File: config.mk
export PLATFORM = sky130hd
export DESIGN_NAME = div_iter32
export DESIGN_NICKNAME = d
export VERILOG_FILES = /design/src/rtl/div_iter32.sv
export SDC_FILE = /design/constraint.sdc
export NUM_CORES = 1
export LEC_CHECK = 0
export ABC_CLOCK_PERIOD_IN_PS = 4160
export CORE_MARGIN = 2
export CORE_UTILIZATION = 46
export CTS_BUF_LIST = sky130_fd_sc_hd__clkbuf_8
export DETAILED_ROUTE_END_ITERATION = 12
export PLACE_DENSITY = 0.75
export SLEW_MARGIN = 20
export SYNTH_ARGS = -nofsm -noshare
export SYNTH_HDL_FRONTEND = slang
export SYNTH_SLANG_ARGS = --single-unit
File: constraint.sdc
create_clock -name clk -period 4.16 [get_ports clk]
set_input_delay 1.04 -clock clk [delete_from_list [all_inputs] [get_ports clk]]
set_output_delay 1.04 -clock clk [all_outputs]
set_load 0.005 [all_outputs]
File: src/rtl/div_iter32.sv
// Restoring radix-2 divider for RV32M DIV/DIVU/REM/REMU; one quotient bit per cycle.
// Divide-by-zero and signed overflow are resolved at accept and complete in a single cycle.
module div_iter32 #(
   parameter int WIDTH = 32
) (
   input  logic             clk,
   input  logic             rst,
   input  logic             flush,
   input  logic             in_valid,
   output logic             in_ready,
   input  logic [1:0]       op,
   input  logic [WIDTH-1:0] src1,
   input  logic [WIDTH-1:0] src2,
   output logic             out_valid,
   input  logic             out_ready,
   output logic [WIDTH-1:0] result
);

   localparam int CW = $clog2(WIDTH) + 1;
   localparam logic [WIDTH-1:0] MIN_NEG = {1'b1, {(WIDTH-1){1'b0}}};

   typedef enum logic [1:0] {IDLE, CALC, FIXUP, DONE} state_t;

   state_t           state, state_nxt;
   logic [WIDTH-1:0] rem;
   logic [WIDTH-1:0] quo;
   logic [WIDTH-1:0] dvs;
   logic [CW-1:0]    cnt;
   logic             sel_rem;
   logic             q_neg;
   logic             r_neg;

   logic             accept;
   logic             is_signed;
   logic             div_zero;
   logic             sgn_ovf;
   logic [WIDTH-1:0] abs1;
   logic [WIDTH-1:0] abs2;
   logic [WIDTH:0]   shifted;
   logic [WIDTH:0]   diff;

   // The stored remainder is always below the divisor, so WIDTH bits hold it;
   // the extra bit only exists in the shifted/trial values.
   always_comb begin
      is_signed = ~op[0];
      abs1      = (is_signed && src1[WIDTH-1]) ? -src1 : src1;
      abs2      = (is_signed && src2[WIDTH-1]) ? -src2 : src2;
      div_zero  = (src2 == '0);
      sgn_ovf   = is_signed && (src1 == MIN_NEG) && (src2 == '1);
      accept    = in_valid && (state == IDLE) && !flush;
      shifted   = {rem, quo[WIDTH-1]};
      diff      = shifted - {1'b0, dvs};
   end

   always_comb begin
      state_nxt = state;
      case (state)
         IDLE:    if (accept) state_nxt = (div_zero || sgn_ovf) ? DONE : CALC;
         CALC:    if (cnt == CW'(WIDTH - 1)) state_nxt = FIXUP;
         FIXUP:   state_nxt = DONE;
         DONE:    if (out_ready) state_nxt = IDLE;
         default: state_nxt = IDLE;
      endcase
      if (flush) state_nxt = IDLE;
   end

   always_ff @(posedge clk) begin
      if (rst) state <= IDLE;
      else     state <= state_nxt;
   end

   always_ff @(posedge clk) begin
      if (rst) begin
         rem     <= '0;
         quo     <= '0;
         dvs     <= '0;
         cnt     <= '0;
         sel_rem <= 1'b0;
         q_neg   <= 1'b0;
         r_neg   <= 1'b0;
         result  <= '0;
      end else begin
         case (state)
            IDLE: begin
               if (accept) begin
                  sel_rem <= op[1];
                  q_neg   <= is_signed & (src1[WIDTH-1] ^ src2[WIDTH-1]);
                  r_neg   <= is_signed & src1[WIDTH-1];
                  rem     <= '0;
                  quo     <= abs1;
                  dvs     <= abs2;
                  cnt     <= '0;
                  if (div_zero)     result <= op[1] ? src1 : '1;
                  else if (sgn_ovf) result <= op[1] ? '0 : src1;
               end
            end
            CALC: begin
               if (!diff[WIDTH]) begin
                  rem <= diff[WIDTH-1:0];
                  quo <= {quo[WIDTH-2:0], 1'b1};
               end else begin
                  rem <= shifted[WIDTH-1:0];
                  quo <= {quo[WIDTH-2:0], 1'b0};
               end
               cnt <= cnt + CW'(1);
            end
            FIXUP: begin
               if (!flush) begin
                  if (sel_rem) result <= r_neg ? -rem : rem;
                  else         result <= q_neg ? -quo : quo;
               end
            end
            default: ;
         endcase
      end
   end

   assign in_ready  = (state == IDLE);
   assign out_valid = (state == DONE);

endmodule
==> results of run 1 <==
-- report_power, final --
part           total, mW  switching [mW]  leakage (nW)  internal (mW)
combinational      0.787           0.452          3.25          0.335
sequential          1.43          0.0533          1.13           1.38
clock               1.06           0.536         0.199          0.522
total               3.28            1.04          4.58           2.24
-- cell type report --
cell class                      instances  area, µm²
Clock buffer                           21        289
Clock inverter                         10       75.1
Fill cell                            2154      10100
Inverter                               55        206
Multi-Input combinational cell       1175       7400
Sequential cell                       139       2780
Tap cell                              285        357
Timing Repair Buffer                  159       1460
-- final timing paths --
check | startpoint | endpoint | slack, ns | depth (start not counted)
max | src2[6] | result[24] | 0.35 | 10
min | dvs[31] | dvs[31] | 0.46 | 2
max reg2reg | quo[31] | rem[23] | 0.38 | 13
min reg2reg | dvs[31] | dvs[31] | 0.46 | 2
-- metal layers --
| layer | track usage [%] | vias up | routed length [µm] |
|---|---|---|---|
| li1 | - | 5411 | - |
| met1 | 33.1 | 4978 | 13800 |
| met2 | 43.2 | 477 | 14600 |
| met3 | 3.35 | 71 | 2250 |
| met4 | 10.2 | 0 | 999 |
| met5 | 0 | - | 0 |
-- Yosys cell counts (33+ instances only) --
cell / n / area [µm²]
nand2_1: 202 / 758
dfxtp_1: 139 / 2780
nor2_1: 136 / 510
o21ai_0: 114 / 571
a21oi_1: 108 / 541
xor2_1: 77 / 674
clkbuf_1: 74 / 278
xnor2_1: 68 / 596
inv_1: 53 / 199
a211oi_1: 47 / 353
ha_1: 42 / 526
o211ai_1: 33 / 248
-- cell families after synthesis --
logic type | after synthesis | synth area share, %
flops | 139 | 26.0
xor+xnor | 145 | 11.9
simple gates | 507 | 21.8
buf+inv | 142 | 5.07
fa+ha+maj | 70 | 7.62
compound gates | 435 | 25.9
mux | 18 | 1.72
-- registers in the layout (all words and copies together), names as in the netlist --
signal / flops
q_neg: 1
result: 32
dvs: 32
cnt: 6
r_neg: 1
quo: 32
sel_rem: 1
rem: 32
state: 2
-- stage by stage --
step	hold WS, ns	worst slack [ns]	utilization (%)	std cells	total power, mW
2_1_floorplan	0.432	0.542	-	1456	1.96
3_3_place_gp	0.450	-0.00925	53.8	1813	2.22
3_5_place_dp	0.451	-0.108	53.8	1813	2.23
4_1_cts	0.462	0.383	55.4	1844	3.27
5_1_grt	0.477	0.133	55.4	1844	3.43
6_report	0.457	0.354	55.4	1844	3.28
-- critical path, cell delays in order --
cell and delay [ns]:
clkdlybuf4s50_1 0.41, or4_1 0.55, or3_1 0.34, or3_4 0.36, nor3_4 0.28, buf_4 0.40
buf_4 0.25, maj3_1 0.19, nand2_1 0.06, a311oi_1 0.30
==> flow_summary_export.csv, run 1 <==
group,metric,value,unit
placement,place.gp.congestion,0.951,
clock_network,clock_sinks,139,
status,status,"finished clean",
synthesis,synth_flop_cell,"dfxtp_1",
die,die-area,24500,µm²
power,irDropWorstVdd,120,µV
placement,port_buffers,104,
global_routing,grt_antenna_before_repair,0,
clock_network,clockBufferDepth,2,
route,drt-pass1-iter-count,7,
sta,final-hold-violation-count,0,
sta,clock.fmax,263,MHz
clock_network,htree_num_levels,4,
route,drt_iter0_drc,1001,
synthesis,ys_warn_count,0,
synthesis,synth_area,10700,µm²
route,postRouteAntennaNets,0,
cells_and_area,area_growth,17.5,%
setup_path,crit_required,4.53,ns
sta,post-route-min-period,3.81,ns
global_routing,grt_pass1_vias,10095,
route,wl_per_cell,17.2,µm
global_routing,grt_pass1_wl,50.4,mm
synthesis,synth_cell_types,65,
cells_and_area,antennaDiodeCount,0,
setup_path,worstPathArrival,4.18,ns
cells_and_area,design_area,12600,µm²
clock_network,cts_setup_buffers,0,
sta,tightest_slew,0.933,ns
sta,fin_setup_tns,0,ns
placement,dp_hpwl,23.9,mm
power,leakage,4.58,nW
synthesis,yosysSeqAreaShare,26.0,%
route,vias,10937,
hold_path,hold_class,"reg2reg",
cells_and_area,final_common_cell,"nand2_1",
setup_path,cp-end-kind,"register",
setup_path,path_class,"in2reg",
sta,slew-limit-headroom,37.2,%
die,rows,55,
clock_network,cts_resized,0,
sta,grt_setup_unrepaired,"no",
synthesis,synth.avg_cell_area,7.35,µm²
die,die_w,157,µm
cells_and_area,nets,1661,
global_routing,grt.total_usage,25.6,%
die,ios,105,
run,cap_violations,0,
route,post_drt_via_cell_ratio,5.93,
global_routing,grt_max_degree,65,
synthesis,ys_ff_latch,139,
sta,maxSlewViolCount,0,
synthesis,postSynth.asyncResetShare,0,%
synthesis,syn-instance-count,1456,
die,start_util,47.1,%
sta,setup_viol,0,
clock_network,cts_buffers,17,
sta,finalCritPeriodShare,91.5,%
synthesis,synth_edf_count,0,
clock_network,root_buffer,"clkbuf_8",
clock_network,path_clk_slew,0.08,ns
power,pwr_density_cell,261,nW/µm²
die,die_y,157,µm
sta,fin_skew,0.0146,ns
placement,dpl_cell_area,12200,µm²
cells_and_area,drive_above_1_share,6.67,%
die,coreArea,22700,µm²
route,finalWirelength,31.6,mm
setup_path,critPathLaunchType,"input pin",
clock_network,cts_tree,"yes",
synthesis,synth_fp_nets,1570,
cells_and_area,final_cell_mix,"202 x nand2_1, 139 x dfxtp_1, 134 x nor2_1",
clock_network,worstSkewPairLatency,0.46,ns
clock_network,postCtsHoldBufs,0,
route,route.detailed.drc,0,
setup_path,crit_fanout,26,
global_routing,grt_overflow,0,
Note: power is estimated with default switching activity, not from simulation.
==> inputs of run 2 (changes only) <==
--- a/config.mk
+++ b/config.mk
@@ -11,6 +11,7 @@
 export CTS_BUF_LIST = sky130_fd_sc_hd__clkbuf_8
 export DETAILED_ROUTE_END_ITERATION = 12
 export PLACE_DENSITY = 0.75
+export SETUP_SLACK_MARGIN = 0.3
 export SLEW_MARGIN = 20
 export SYNTH_ARGS = -nofsm -noshare
 export SYNTH_HDL_FRONTEND = slang
==> flow_summary_export.csv, run 2 (synthesis results as in run 1) <==
group,metric,value,unit
sta,tightest_slew,0.917,ns
cells_and_area,design_area,12600,µm²
setup_path,crit_required,4.53,ns
power,leakage,4.60,nW
sta,final-hold-violation-count,0,
die,die_y,157,µm
route,post_drt_via_cell_ratio,5.92,
setup_path,cp-end-kind,"register",
cells_and_area,final_util,55.5,%
route,vias,10934,
run,cap_violations,0,
cells_and_area,area_growth,17.9,%
clock_network,htree_num_levels,4,
power,p_total,3.28,mW
clock_network,clockBufferDepth,2,
cells_and_area,drive_above_1_share,6.91,%
die,rows,55,
setup_path,r2r.worst_path.cells,12,
route,drt-pass1-iter-count,6,
clock_network,cts_tree,"yes",
cells_and_area,layoutNonFillerInstCount,1847,
die,die_w,157,µm
hold_path,min_path_cells,2,
route,postRouteAntennaNets,0,
cells_and_area,antennaDiodeCount,0,
global_routing,grt_antenna_before_repair,0,
global_routing,grt_max_degree,65,
global_routing,grt_overflow,0,
placement,place.gp.congestion,0.951,
setup_path,path_class,"in2reg",
status,status,"finished clean",
placement,dpl_cell_area,12200,µm²
sta,clock.fmax,271,MHz
sta,setup_viol,0,
hold_path,hold_class,"reg2reg",
sta,finalCritPeriodShare,88.6,%
sta,grt_setup_unrepaired,"no",
route,drt_iter0_drc,1066,
hold_path,whs_endpoint,"dvs[31]",
clock_network,worstSkewPairLatency,0.46,ns
cells_and_area,nets,1664,
hold_path,hold_start,"dvs[31]",
setup_path,reg2reg_to,"rem[1]",
route,finalWirelength,31.5,mm
die,coreArea,22700,µm²
sta,slew-limit-headroom,38.8,%
die,start_util,47.1,%
sta,post-route-min-period,3.69,ns
cells_and_area,final_cell_mix,"202 x nand2_1, 139 x dfxtp_1, 134 x nor2_1",
clock_network,postCtsHoldBufs,0,
placement,dp_hpwl,23.9,mm
setup_path,worstPathArrival,4.06,ns
clock_network,root_buffer,"clkbuf_8",
die,die-area,24500,µm²
power,pwr_density_cell,260,nW/µm²
clock_network,path_clk_slew,0.08,ns
cells_and_area,final_common_cell,"nand2_1",
setup_path,ff2ff_setup_slack,0.60,ns
setup_path,critPathLaunchType,"input pin",
setup_path,worst_r2r_startpoint,"quo[31]",
placement,port_buffers,104,
sta,maxSlewViolCount,0,
global_routing,grt.total_usage,25.6,%
sta,fin_skew,0.0143,ns
setup_path,crit_fanout,26,
cells_and_area,nFillCells,2144,
power,irDropWorstVdd,120,µV
route,wl_per_cell,17.0,µm
route,route.detailed.drc,0,
sta,whs,0.456,ns
global_routing,grt_pass1_wl,50.4,mm
clock_network,cts_buffers,17,
clock_network,clock_sinks,139,
placement,dp.cells,1813,
global_routing,grt_pass1_vias,10095,
die,ios,105,
## run 2: cell count changes in the layout (fill, tap and decap cells not counted)
| cell | previous run | this run |
|---|---|---|
| buf_8 | 0 | 1 |
| xor2_1 | 77 | 76 |
| buf_4 | 55 | 57 |
| xor2_2 | 0 | 1 |
## run 2: how the worst max path moves through the flow
stage	start	to	slack, ns
after CTS	src2[7]	result[11]	0.38
after detailed placement	src2[7]	result[11]	-0.11
after global placement	src2[6]	result[24]	-0.009
after floorplan	src2[6]	result[30]	0.54
after global routing	src2[7]	result[24]	0.30
final	src2[6]	result[24]	0.47
## run 2: repair_timing
action                                 in CTS  in global routing
setup buffers                               0                  3
setup endpoints to repair                   0                 16
gates resized for setup                     0                  3
endpoints found under the hold margin       0                  0
## run 2: per-layer routing
metal	global-route usage (%)	part of all wire (%)
met4	10.2	3.1
met2	43.2	46
met1	33.1	44
met5	0	0
met3	3.35	7.0
## run 2: power breakdown
part	internal, mW	switching [mW]
clock network	0.522	0.535
registers	1.38	0.0528
logic	0.336	0.451
## run 2: worst max-delay path, stage by stage
cell             delay (ns)
clkdlybuf4s50_1        0.41
or4_1                  0.55
or3_1                  0.34
or3_4                  0.36
nor3_4                 0.31
buf_8                  0.27
buf_4                  0.22
maj3_1                 0.19
nand2_1                0.06
a311oi_1               0.30
## run 2: through the flow
stage / worst slack (ns) / setup TNS [ns]
final: 0.474 / 0
after floorplan: 0.542 / 0
after CTS: 0.383 / 0
after detailed placement: -0.108 / -0.586
after global placement: -0.00925 / -0.0165
after global routing: 0.302 / 0
## run 2: layout make-up
class,count,area (µm²),area share (%)
inverter,55,206,1.64
clock buffer,21,289,2.29
tap,285,357,2.83
multi-input combinational,1175,7410,58.7
sequential,139,2780,22.1
timing repair buffer,162,1490,11.8
clock inverter,10,75.1,0.595
